`config.mk`:
```
export PLATFORM = sky130hd
export DESIGN_NAME = traffic_light_monitor
export DESIGN_NICKNAME = d
export VERILOG_FILES = /design/src/rtl/traffic_light_monitor.sv
export SDC_FILE = /design/constraint.sdc
export NUM_CORES = 1
export LEC_CHECK = 0
export BUFFER_PORTS_ARGS = -buffer_cell sky130_fd_sc_hd__buf_2
export CAP_MARGIN = 30
export CELL_PAD_IN_SITES_DETAIL_PLACEMENT = 0
export CELL_PAD_IN_SITES_GLOBAL_PLACEMENT = 1
export CORE_AREA = 2 2 96 98
export CTS_CLUSTER_SIZE = 10
export DETAILED_ROUTE_END_ITERATION = 6
export DIE_AREA = 0 0 98 100
export PLACE_DENSITY = 0.61
export SYNTH_ARGS = -nofsm -noshare
export SYNTH_HDL_FRONTEND = slang
export SYNTH_SLANG_ARGS = --single-unit
```
`constraint.sdc`:
```
create_clock -name ck -period 6.9 [get_ports ck]
set_input_delay 0 -clock ck [delete_from_list [all_inputs] [get_ports ck]]
set_output_delay 0 -clock ck [all_outputs]
set_load 0.005 [all_outputs]
```
`src/rtl/traffic_light_monitor.sv`:
```
// Lamp-output checker for the traffic-light controller: tracks the displayed
// phase, times it, and latches the first one-hot/order/duration violation.
module traffic_light_monitor #(
  parameter int unsigned G_MIN = 6,
  parameter int unsigned Y_LEN = 2,
  parameter int unsigned R_MIN = 9,
  parameter int unsigned CW    = 8
) (
  input  logic          ck,
  input  logic          rs,
  input  logic          en,
  input  logic          clr,
  input  logic          x,
  input  logic          d,
  input  logic          v,
  output logic [1:0]    phase,
  output logic [CW-1:0] cnt,
  output logic [7:0]    rounds,
  output logic          fault,
  output logic [2:0]    fcode,
  output logic [7:0]    HEX
);

  localparam int unsigned PW = 2;
  localparam int unsigned FW = 3;

  localparam logic [PW-1:0] PH_IDLE   = 2'd0;
  localparam logic [PW-1:0] PH_GREEN  = 2'd1;
  localparam logic [PW-1:0] PH_YELLOW = 2'd2;
  localparam logic [PW-1:0] PH_RED    = 2'd3;

  localparam logic [FW-1:0] FC_NONE   = 3'd0;
  localparam logic [FW-1:0] FC_ONEHOT = 3'd1;
  localparam logic [FW-1:0] FC_ORDER  = 3'd2;
  localparam logic [FW-1:0] FC_YLEN   = 3'd3;
  localparam logic [FW-1:0] FC_GMIN   = 3'd4;
  localparam logic [FW-1:0] FC_RMIN   = 3'd5;

  localparam logic [7:0] HEX_IDLE   = 8'hBF;
  localparam logic [7:0] HEX_GREEN  = 8'hC2;
  localparam logic [7:0] HEX_YELLOW = 8'h91;
  localparam logic [7:0] HEX_RED    = 8'hAF;
  localparam logic [7:0] HEX_FAULT  = 8'h8E;

  typedef enum logic [2:0] {
    S_IDLE,
    S_GREEN,
    S_YELLOW,
    S_RED,
    S_FAULT
  } state_t;

  state_t          state, state_nxt;
  logic [PW-1:0]   phase_nxt;
  logic [CW-1:0]   cnt_nxt;
  logic [7:0]      rounds_nxt;
  logic            fault_nxt;
  logic [FW-1:0]   fcode_nxt;
  logic [7:0]      hex_nxt;
  logic [FW-1:0]   code;

  logic [2:0]      lamps;
  logic            one_hot;
  state_t          lamp_st;
  state_t          succ_st;
  logic [PW-1:0]   lamp_ph;
  logic            cnt_sat;
  logic [CW-1:0]   cnt_inc;
  logic            green_short;
  logic            red_short;
  logic            yellow_over;
  logic            yellow_bad;

  assign lamps = {x, v, d};

  // Decode the sampled lamp vector into the phase it represents
  always_comb begin
    one_hot = 1'b1;
    lamp_st = S_IDLE;
    lamp_ph = PH_IDLE;
    case (lamps)
      3'b100: begin lamp_st = S_GREEN;  lamp_ph = PH_GREEN;  end
      3'b010: begin lamp_st = S_YELLOW; lamp_ph = PH_YELLOW; end
      3'b001: begin lamp_st = S_RED;    lamp_ph = PH_RED;    end
      default: one_hot = 1'b0;
    endcase
  end

  always_comb begin
    succ_st = S_FAULT;
    case (state)
      S_GREEN:  succ_st = S_YELLOW;
      S_YELLOW: succ_st = S_RED;
      S_RED:    succ_st = S_GREEN;
      default:  succ_st = S_FAULT;
    endcase
  end

  // A saturated counter is treated as long enough for the minimum checks
  assign cnt_sat     = &cnt;
  assign cnt_inc     = cnt_sat ? cnt : cnt + CW'(1);
  assign green_short = !cnt_sat && (32'(cnt) < G_MIN);
  assign red_short   = !cnt_sat && (32'(cnt) < R_MIN);
  assign yellow_over = 32'(cnt) >= Y_LEN;
  assign yellow_bad  = 32'(cnt) != Y_LEN;

  always_ff @(posedge ck or negedge rs) begin
    if (!rs) begin
      state  <= S_IDLE;
      phase  <= PH_IDLE;
      cnt    <= '0;
      rounds <= '0;
      fault  <= 1'b0;
      fcode  <= FC_NONE;
      HEX    <= HEX_IDLE;
    end else begin
      state  <= state_nxt;
      phase  <= phase_nxt;
      cnt    <= cnt_nxt;
      rounds <= rounds_nxt;
      fault  <= fault_nxt;
      fcode  <= fcode_nxt;
      HEX    <= hex_nxt;
    end
  end

  // Next state: clr beats enable, enable beats checking; one cause per edge
  always_comb begin
    state_nxt  = state;
    phase_nxt  = phase;
    cnt_nxt    = cnt;
    rounds_nxt = rounds;
    fault_nxt  = fault;
    fcode_nxt  = fcode;
    code       = FC_NONE;

    if (clr) begin
      state_nxt = S_IDLE;
      phase_nxt = PH_IDLE;
      cnt_nxt   = '0;
      fault_nxt = 1'b0;
      fcode_nxt = FC_NONE;
    end else if (!en && state != S_FAULT) begin
      state_nxt = S_IDLE;
      phase_nxt = PH_IDLE;
      cnt_nxt   = '0;
    end else begin
      case (state)
        S_IDLE: begin
          if (one_hot) begin
            state_nxt = lamp_st;
            phase_nxt = lamp_ph;
            cnt_nxt   = CW'(1);
          end else if (lamps != 3'b000) begin
            code = FC_ONEHOT;
          end
        end
        S_GREEN, S_YELLOW, S_RED: begin
          if (!one_hot) begin
            code = FC_ONEHOT;
          end else if (lamp_st == state) begin
            if (state == S_YELLOW && yellow_over) code = FC_YLEN;
            else cnt_nxt = cnt_inc;
          end else if (lamp_st != succ_st) begin
            code = FC_ORDER;
          end else if (state == S_GREEN && green_short) begin
            code = FC_GMIN;
          end else if (state == S_YELLOW && yellow_bad) begin
            code = FC_YLEN;
          end else if (state == S_RED && red_short) begin
            code = FC_RMIN;
          end else begin
            state_nxt = lamp_st;
            phase_nxt = lamp_ph;
            cnt_nxt   = CW'(1);
            if (state == S_RED) rounds_nxt = rounds + 8'd1;
          end
        end
        default: ;
      endcase

      // phase and cnt stay frozen at their pre-fault values
      if (code != FC_NONE) begin
        state_nxt = S_FAULT;
        fault_nxt = 1'b1;
        fcode_nxt = code;
      end
    end
  end

  always_comb begin
    hex_nxt = HEX_IDLE;
    case (state_nxt)
      S_GREEN:  hex_nxt = HEX_GREEN;
      S_YELLOW: hex_nxt = HEX_YELLOW;
      S_RED:    hex_nxt = HEX_RED;
      S_FAULT:  hex_nxt = HEX_FAULT;
      default:  hex_nxt = HEX_IDLE;
    endcase
  end

endmodule

```
==> results.sh, run 1 <==
export IMPL_setup_violations=0
export IMPL_syn_to_final_growth_pct=16.0
export IMPL_pre_cts_ws_ns=4.25
export IMPL_outcome="finished clean"
export IMPL_synth_yosys_seq_area_share_pct=36.7
export IMPL_io_buffers=35
export IMPL_hold_violations=0
export IMPL_r2r_slack_ns=4.25
export IMPL_core_area_um2=8890
export IMPL_tightestPinTransition_ns=0.778
export IMPL_cts_sinks=31
export IMPL_yosysWarnings=0
export IMPL_grt_overflow=0
export IMPL_clock_latency_ns=0.29
export IMPL_async_flop_share_pct=100
export IMPL_vdd_drop_max_mv=0.0718
export IMPL_cp_arrival_ns=2.82
export IMPL_layout_setup_ws_ns=4.25
export IMPL_reg2reg_to="fcode[1]$_DFFE_PN0P_"
export IMPL_relSlewSlack_pct=48.1
export IMPL_synth_seq_cells=31
export IMPL_max_freq_mhz=377
export IMPL_hp_class="in2reg"
export IMPL_grt_pass1_wl_mm=9.25
export IMPL_min_period_ns=2.65
export IMPL_timing_final_crit_share_pct=38.4
export IMPL_cts_made_buffers=5
export IMPL_syn_inst=234
export IMPL_crit_start="state[1]$_DFF_PN0_"
export IMPL_drtIter0Drc=113
export IMPL_slew_viol_final=0
export IMPL_ioPinCount=37
export IMPL_multi_input_area_um2=1220
export IMPL_syn_num_nets=244
export IMPL_cts_hold_buffers=2
export IMPL_avgRoutedWirePerCell_um=14.6
export IMPL_p_per_area_nw_per_um2=173
export IMPL_root_buffer="clkbuf_8"
export IMPL_first_pass_iters=4
export IMPL_hold_worst_slack_ns=0.133
export IMPL_ant_nets=0
export IMPL_clk_pin_slew_ns=0.06
export IMPL_cts_resized=0
export IMPL_tns_ns=0
export IMPL_grt_max_degree=32
export IMPL_layout_nets=275
export IMPL_path_max_fanout=18
export IMPL_finalWeightedCongestion=0.844
export IMPL_p_leak_nw=1.08
export IMPL_drcViolationCount=0
export IMPL_cp_slowest_cell="dfrtp_1"
export IMPL_drive_gt1_share_pct=25.9
export IMPL_fin_util_pct=27.8
export IMPL_whs_path_depth=4
export IMPL_post_cts_setup_buffer_count=0
export IMPL_synth_edf_count=0
export IMPL_num_rows=35
export IMPL_num_vias=1837
export IMPL_synth_ff_type="dfrtp_1"
export IMPL_hold_start="en"
export IMPL_fillerInstances=961
export IMPL_clock_path_buffers=2
export IMPL_totalWireLength_mm=5.52
export IMPL_ys_types=66
export IMPL_first_global_vias=1812
export IMPL_slowest_delay_ns=0.65
export IMPL_criticalPathCategory="reg2reg"
export IMPL_rr_startpoint="state[1]$_DFF_PN0_"
export IMPL_hold_end="HEX[4]$_DFF_PN1_"
export IMPL_grt_usage_pct=11.7
export IMPL_rsz0062_at_grt="no"
export IMPL_synth_area_um2=2130
export IMPL_placed_area_um2=2360
export IMPL_avgSynthCellArea_um2=9.10
export IMPL_antenna_found_initial=0
export IMPL_crit_chain="or3b_1 > a41oi_2 > o221ai_1 > a311oi_2 > or2_1 > a21oi_2 > a32o_1"
export IMPL_fin_skew_ns=0.00754
export IMPL_viasPerCell=4.87
export IMPL_r2r_cells=7
export IMPL_end_kind="flip-flop"
export IMPL_maxCapViolCount=0
export IMPL_worstPathRequired_ns=7.07
export IMPL_cts_max_level=2
export IMPL_final_area_um2=2470
export IMPL_dp_hpwl_mm=4.06
export IMPL_seq_area_um2=782
export IMPL_die_w_um=98
export IMPL_die_area_um2=9800
export IMPL_cts_tree="yes"
export IMPL_initial_core_util_pct=24.0
export IMPL_die_y_um=100
export IMPL_antennaDiodeCount=0
export IMPL_start_kind="flip-flop"
routing by layer:
layer	up-vias	global-route usage [%]	part of all wire (%)
met2	40	17.9	45
met3	9	2.51	3.6
li1	918	-	-
met1	870	16.5	50
met5	-	0	0
met4	0	3.74	1.5
critical path, delay by kind of cell (launching register included):
family | cells | cell delay, ns
and+or+nand+nor | 2 | 0.75
DFF | 1 | 0.65
AOI/OAI and AO/OA | 5 | 1.14
metrics by stage:
step	total power (W)	cells
6_report	0.000428	377
5_1_grt	0.000452	377
4_1_cts	0.000434	377
3_5_place_dp	0.000281	367
3_3_place_gp	0.000280	366
2_1_floorplan	0.000258	234
power breakdown:
part           switching, W  internal, W   total, W
Combinational     0.0000474    0.0000299  0.0000774
Clock             0.0000699    0.0000804   0.000150
Sequential       0.00000974     0.000191   0.000201
Total              0.000127     0.000301   0.000428
synthesized netlist by cell type (3+ instances only):
cell / instances / area (um2)
nand2_1: 16 / 60.1
dfstp_2: 5 / 131
nor3b_1: 3 / 22.5
a21oi_1: 9 / 45.0
a31oi_1: 3 / 18.8
o31ai_1: 7 / 52.6
buf_4: 4 / 30.0
buf_2: 5 / 25.0
nor3_1: 9 / 45.0
clkbuf_1: 3 / 11.3
ha_1: 3 / 37.5
xor2_1: 3 / 26.3
inv_1: 10 / 37.5
nor2b_1: 3 / 18.8
o21ai_0: 8 / 40.0
nand4_1: 7 / 43.8
xnor2_1: 5 / 43.8
nand2b_1: 3 / 18.8
a21o_1: 5 / 37.5
o21ai_1: 4 / 20.0
dfrtp_1: 26 / 651
a211oi_1: 3 / 22.5
and2_1: 3 / 18.8
a21oi_2: 3 / 26.3
nor2_1: 22 / 82.6
nand3_1: 9 / 45.0
kinds of logic after synthesis:
group | share of synthesized area [%]
other cells | 0.176
buf+inv | 5.93
simple gates | 27.1
flops | 36.7
fa+ha+maj | 2.29
mux | 2.06
xor+xnor | 3.29
compound gates | 22.4
worst max path at each step:
| stage | cells past startpoint | end |
|---|---|---|
| floorplan | 8 | fcode[1]$_DFFE_PN0P_ |
| global placement | 5 | phase[1]$_DFFE_PN0P_ |
| detailed placement | 7 | cnt[0]$_DFFE_PN0P_ |
| CTS | 7 | cnt[0]$_DFFE_PN0P_ |
| global route | 6 | phase[1]$_DFFE_PN0P_ |
| finish | 7 | fcode[1]$_DFFE_PN0P_ |
final cells by class:
cell class	instances	share of cell area, %
multi-input combinational	179	49.4
timing repair buffer	38	8.10
inverter	10	1.52
clock buffer	7	3.49
tap	111	5.62
sequential	31	31.6
clock inverter	1	0.203
cells in the final DEF, fill, tap and decap left out, drive strengths merged, types with 4 or more instances in the layout:
cell type,instances
nor2,22
dfstp,5
nor3,10
o21ai,12
nor3b,5
buf,36
nand2,16
a211oi,5
nand3,10
xnor2,5
dfrtp,26
nor4,4
a21oi,12
nand4,7
inv,10
clkbuf,7
a21o,7
o31ai,8
sequential cells by signal, indices dropped and copies added (netlist names):
signal / count
HEX: 6
rounds: 8
fcode: 3
state: 3
phase: 2
fault: 1
cnt: 8
(Power assumes the default switching activity.)
==> run 2, diff against run 1 <==
--- a/config.mk
+++ b/config.mk
@@ -13,7 +13,7 @@
 export CTS_CLUSTER_SIZE = 10
 export DETAILED_ROUTE_END_ITERATION = 6
 export DIE_AREA = 0 0 98 100
-export PLACE_DENSITY = 0.61
+export PLACE_DENSITY = 0.62
 export SYNTH_ARGS = -nofsm -noshare
 export SYNTH_HDL_FRONTEND = slang
 export SYNTH_SLANG_ARGS = --single-unit
==> constraint.sdc (replaced) <==
create_clock -name ck -period 2.3 [get_ports ck]
set_input_delay 0 -clock ck [delete_from_list [all_inputs] [get_ports ck]]
set_output_delay 0 -clock ck [all_outputs]
set_load 0.005 [all_outputs]
==> run 2 against run 1 <==
  * The run now ends with negative setup slack left
  * Die area unchanged
  * Clock power increased to 2.8 times the previous value
  * Routed wire length increased by 11%
  * Utilization grew 6.2 points
  * Via count up 15%
  * Critical path depth stayed put
  * Global-route usage rose by 1.2 points
  * Maximum frequency is 15% higher
  * Flip-flop and latch count did not move
  * Critical path type unchanged
  * Largest cell class unchanged
  * Largest power group unchanged
==> results.sh, run 2 (synthesized netlist as in run 1, its figures left out) <==
export IMPL_outcome="finished with violations"
export IMPL_violations="negative setup slack"
export IMPL_final_cell_mix="45 x buf_4, 35 x buf_2, 23 x dfrtp_1, 22 x nor2_1, 16 x nand2_1"
export IMPL_fin_util_pct=34.0
export IMPL_path_max_fanout=4
export IMPL_fillerInstances=941
export IMPL_timing_final_crit_share_pct=100
export IMPL_num_rows=35
export IMPL_cp_num_buf_inv=1
export IMPL_num_vias=2116
export IMPL_rsz0062_at_grt="yes"
export IMPL_ant_nets=0
export IMPL_cts_tree="yes"
export IMPL_cts_sinks=31
export IMPL_totalWireLength_mm=6.14
export IMPL_first_global_vias=2083
export IMPL_tightestPinTransition_ns=0.712
export IMPL_dp_hpwl_mm=4.57
export IMPL_criticalPathCategory="reg2reg"
export IMPL_cts_made_buffers=5
export IMPL_clock_latency_ns=0.29
export IMPL_cts_max_level=2
export IMPL_rr_startpoint="cnt[5]$_DFFE_PN0P_"
export IMPL_hp_class="in2reg"
export IMPL_layout_nets=322
export IMPL_end_kind="flip-flop"
export IMPL_reg_top3="cnt: 8 flops, rounds: 8 flops, HEX: 6 flops"
export IMPL_cp_arrival_ns=2.52
export IMPL_finalWeightedCongestion=0.828
export IMPL_slew_viol_final=0
export IMPL_core_area_um2=8890
export IMPL_crit_family="compound AO/OA/AOI/OAI gates"
export IMPL_vdd_drop_max_mv=0.282
export IMPL_drcViolationCount=0
export IMPL_p_leak_nw=1.34
export IMPL_syn_to_final_growth_pct=42.0
export IMPL_initial_core_util_pct=24.0
export IMPL_final_common_cell="buf_4"
export IMPL_grt_usage_pct=12.8
export IMPL_grt_pass1_wl_mm=10.2
export IMPL_root_buffer="clkbuf_8"
export IMPL_hold_violations=0
export IMPL_cp_slowest_cell="dfrtp_1"
export IMPL_slowest_delay_ns=0.42
export IMPL_placed_area_um2=2660
export IMPL_worstPathRequired_ns=2.51
export IMPL_crit_start="cnt[5]$_DFFE_PN0P_"
export IMPL_viasPerCell=4.99
export IMPL_clk_pin_slew_ns=0.07
export IMPL_clock_path_buffers=2
export IMPL_min_period_ns=2.30
export IMPL_grt_overflow=0
export IMPL_die_w_um=98
export IMPL_start_kind="flip-flop"
export IMPL_p_per_area_nw_per_um2=460
export IMPL_avgRoutedWirePerCell_um=14.5
export IMPL_first_pass_iters=4
export IMPL_ioPinCount=37
export IMPL_maxCapViolCount=0
export IMPL_final_area_um2=3020
export IMPL_layout_setup_ws_ns=-0.00360
export IMPL_die_y_um=100
export IMPL_fin_cells=424
export IMPL_grt_max_degree=32
export IMPL_relSlewSlack_pct=52.5
export IMPL_setup_violations=1
export IMPL_dp_cells=406
export IMPL_antenna_found_initial=0
export IMPL_hold_start="en"
export IMPL_fin_skew_ns=0.00559
export IMPL_antennaDiodeCount=0
export IMPL_hold_worst_slack_ns=0.253
export IMPL_io_buffers=35
export IMPL_max_freq_mhz=434
export IMPL_drive_gt1_share_pct=45.0
export IMPL_drtIter0Drc=89
export IMPL_die_area_um2=9800
export IMPL_tns_ns=-0.00360
export IMPL_crit_chain="nor4_4 > a41oi_4 > o221ai_2 > a311oi_2 > buf_4 > or3_4 > a211o_1"
-- run 2: changes by cell type in the layout (fill, tap and decap cells not counted), sizes merged --
cell and change:
buf +47
-- run 2: worst paths after layout --
check	end	slack (ns)	cells past startpoint
min	HEX[5]$_DFF_PN1_	0.25	5
min in group asynchronous	fcode[0]$_DFFE_PN0P_	0.29	2
max	HEX[3]$_DFF_PN1_	-0.004	7
max in group asynchronous	cnt[0]$_DFFE_PN0P_	1.50	2
min reg2reg	rounds[7]$_DFFE_PN0P_	0.47	1
max reg2reg	HEX[3]$_DFF_PN1_	-0.004	7
-- run 2: final cells by class --
type / instances / area (um2) / share of cell area (%)
tap: 111 / 139 / 4.59
clock inverter: 1 / 5.00 / 0.166
timing repair buffer: 85 / 567 / 18.8
clock buffer: 7 / 76.3 / 2.52
sequential: 31 / 786 / 26.0
multi-input combinational: 179 / 1410 / 46.7
inverter: 10 / 37.5 / 1.24
-- run 2: report_power, final --
group | internal [W] | switching (W) | total (W)
Clock | 0.000212 | 0.000211 | 0.000423
Sequential | 0.000574 | 0.0000190 | 0.000593
Combinational | 0.000174 | 0.000201 | 0.000375
-- run 2: worst min-delay path, stage by stage --
cell     delay, ns
buf_2         0.09
inv_1         0.08
a21oi_4       0.17
buf_4         0.15
o21ai_2       0.05
-- run 2: per-stage QoR --
step | worst slack [ns] | power [W]
2_1_floorplan | 0.0820 | 0.000775
3_3_place_gp | -0.0964 | 0.000907
3_5_place_dp | -0.108 | 0.000904
4_1_cts | -0.0191 | 0.00135
5_1_grt | -0.134 | 0.00147
6_report | -0.00360 | 0.00139
-- run 2: what timing repair did --
action                                  CTS  global route
hold endpoints to repair                 28             0
hold buffers                              2             0
pin swaps                                 4            11
setup buffers                             3             5
resized for setup                         6            35
endpoints found under the setup margin   11            28
-- run 2: layer usage --
layer  routed length, um  up-vias  track usage (%)
met3                 230        9             2.58
met2                2970       51             20.9
met1                2860     1041             17.4
li1                    -     1015                -
met4                  82        0             3.74
met5                   0        -                0
==> run 3, diff against run 2 <==
--- a/config.mk
+++ b/config.mk
@@ -9,11 +9,11 @@
 export CAP_MARGIN = 30
 export CELL_PAD_IN_SITES_DETAIL_PLACEMENT = 0
 export CELL_PAD_IN_SITES_GLOBAL_PLACEMENT = 1
-export CORE_AREA = 2 2 96 98
+export CORE_AREA = 2 2 78 80
 export CTS_CLUSTER_SIZE = 10
 export DETAILED_ROUTE_END_ITERATION = 6
-export DIE_AREA = 0 0 98 100
-export PLACE_DENSITY = 0.62
+export DIE_AREA = 0 0 80 82
+export PLACE_DENSITY = 0.84
 export SYNTH_ARGS = -nofsm -noshare
 export SYNTH_HDL_FRONTEND = slang
 export SYNTH_SLANG_ARGS = --single-unit
==> run 3 against run 2 <==
  * The flow now finishes without violations
  * Cell count decreased by 11%
  * Global-route usage up 4.5 points
  * Non-clock buffer count decreased by 9
  * Hold slack worse by 0.027 ns
==> results.sh, run 3 (synthesized netlist as in run 1, its figures left out) <==
export IMPL_criticalPathCategory="reg2reg"
export IMPL_first_pass_iters=4
export IMPL_die_area_um2=6560
export IMPL_first_global_vias=1852
export IMPL_slowest_delay_ns=0.58
export IMPL_p_leak_nw=1.29
export IMPL_max_freq_mhz=438
export IMPL_totalPowerFinal_w=0.00145
export IMPL_cp_slowest_cell="or4_4"
export IMPL_fin_util_pct=48.5
export IMPL_drive_gt1_share_pct=38.8
export IMPL_crit_chain="or4_4 > or3_1 > a211oi_2 > o31ai_2 > a21o_1 > a211o_1"
export IMPL_start_kind="flip-flop"
export IMPL_hold_violations=0
export IMPL_grt_pass1_wl_mm=8.91
export IMPL_dp_hpwl_mm=4.13
export IMPL_crit_family="simple AND/OR/NAND/NOR gates"
export IMPL_timing_final_crit_share_pct=99.2
export IMPL_cp_arrival_ns=2.50
export IMPL_core_area_um2=5750
export IMPL_path_max_fanout=4
export IMPL_clock_latency_ns=0.29
export IMPL_hold_worst_slack_ns=0.225
export IMPL_ioPinCount=37
export IMPL_antennaDiodeCount=0
export IMPL_num_vias=2036
export IMPL_cp_num_buf_inv=0
export IMPL_syn_to_final_growth_pct=30.9
export IMPL_viasPerCell=5.37
export IMPL_placed_area_um2=2590
export IMPL_hp_class="in2reg"
export IMPL_grt_usage_pct=17.4
export IMPL_ant_nets=0
export IMPL_wl_met1_mm=2.55
export IMPL_vdd_drop_max_mv=0.297
export IMPL_tns_ns=0
export IMPL_final_common_cell="buf_4"
export IMPL_grt_max_degree=32
export IMPL_cts_sinks=31
export IMPL_totalWireLength_mm=5.38
export IMPL_cts_max_level=2
export IMPL_clock_path_buffers=2
export IMPL_setup_violations=0
export IMPL_layout_nets=313
export IMPL_maxCapViolCount=0
export IMPL_tightestPinTransition_ns=0.701
export IMPL_wl_met2_mm=2.58
export IMPL_final_area_um2=2790
export IMPL_cts_made_buffers=5
export IMPL_slew_viol_final=0
export IMPL_fillerInstances=569
export IMPL_min_period_ns=2.28
export IMPL_initial_core_util_pct=37.1
export IMPL_antenna_found_initial=0
export IMPL_top_layer="met4"
export IMPL_die_y_um=82
export IMPL_end_kind="flip-flop"
export IMPL_reg_top3="cnt: 8 flops, rounds: 8 flops, HEX: 6 flops"
export IMPL_cts_tree="yes"
export IMPL_drtIter0Drc=120
export IMPL_drcViolationCount=0
export IMPL_worstPathRequired_ns=2.52
export IMPL_rsz0062_at_grt="yes"
export IMPL_final_cell_mix="39 x buf_4, 35 x buf_2, 23 x dfrtp_1, 22 x nor2_1, 16 x nand2_1"
export IMPL_fin_skew_ns=0.00281
export IMPL_grt_overflow=0
export IMPL_die_w_um=80
export IMPL_relSlewSlack_pct=53.3
export IMPL_p_per_area_nw_per_um2=521
export IMPL_wl_met3_um=196
export IMPL_root_buffer="clkbuf_8"
export IMPL_io_buffers=35
export IMPL_avgRoutedWirePerCell_um=14.2
export IMPL_clk_pin_slew_ns=0.07
export IMPL_finalWeightedCongestion=0.934
export IMPL_num_rows=28
export IMPL_outcome="finished clean"
-- run 3: changes by cell type in the layout (fill, tap and decap cells not counted), sizes merged --
cell    previous run  this run
bufinv             0         1
clkbuf             7         6
buf               83        74
-- run 3: stage by stage --
step                      std cells  worst slack [ns]
final                           379            0.0175
after global routing            379           -0.0975
after CTS                       377           0.00692
after detailed placement        367          -0.00535
after global placement          367           -0.0146
after floorplan                 234            0.0820
-- run 3: report_power, final --
group,switching (W),internal [W],leakage [nW]
Clock,0.000213,0.000350,0.0612
Combinational,0.000167,0.000134,0.827
Sequential,0.0000154,0.000573,0.401
-- run 3: path summary, 6_finish.rpt --
kind / startpoint / depth (start not counted) / to / slack, ns
setup / recovery: cnt[4]$_DFFE_PN0P_ / 6 / HEX[3]$_DFF_PN1_ / 0.02
hold / removal: en / 5 / HEX[4]$_DFF_PN1_ / 0.23
setup reg to reg: cnt[4]$_DFFE_PN0P_ / 6 / HEX[3]$_DFF_PN1_ / 0.02
hold reg to reg: rounds[7]$_DFFE_PN0P_ / 1 / rounds[7]$_DFFE_PN0P_ / 0.46
max in group asynchronous: rs / 2 / state[0]$_DFF_PN0_ / 1.52
min in group asynchronous: rs / 2 / rounds[3]$_DFFE_PN0P_ / 0.30
-- run 3: final cells by class --
| class | instances | area (um2) | share of cell area, % |
|---|---|---|---|
| Sequential cell | 31 | 786 | 28.2 |
| Clock inverter | 2 | 35.0 | 1.26 |
| Timing Repair Buffer | 76 | 488 | 17.5 |
| Tap cell | 75 | 93.8 | 3.37 |
| Clock buffer | 6 | 82.6 | 2.96 |
| Multi-Input combinational cell | 179 | 1260 | 45.4 |
| Inverter | 10 | 37.5 | 1.35 |
-- run 3: routing by layer --
layer	up-vias	global-route usage, %
li1	1002	-
met2	40	28.3
met3	6	3.52
met1	988	23.3
met4	0	5.08
met5	-	0
-- run 3: worst register-to-register path: cells and delay by family, from the launching register on --
kind	cells	cell delay, ns
AND/OR/NAND/NOR	2	0.94
AO/OA/AOI/OAI	4	0.81
flip-flops	1	0.45
-- run 3: repair_timing --
action / 4_1_cts / 5_1_grt
endpoints found under the hold margin: 28 / 0
setup buffers: 0 / 2
resized for setup: 2 / 9
hold buffers: 2 / 0
pin swaps: 1 / 1
setup endpoints to repair: 5 / 27
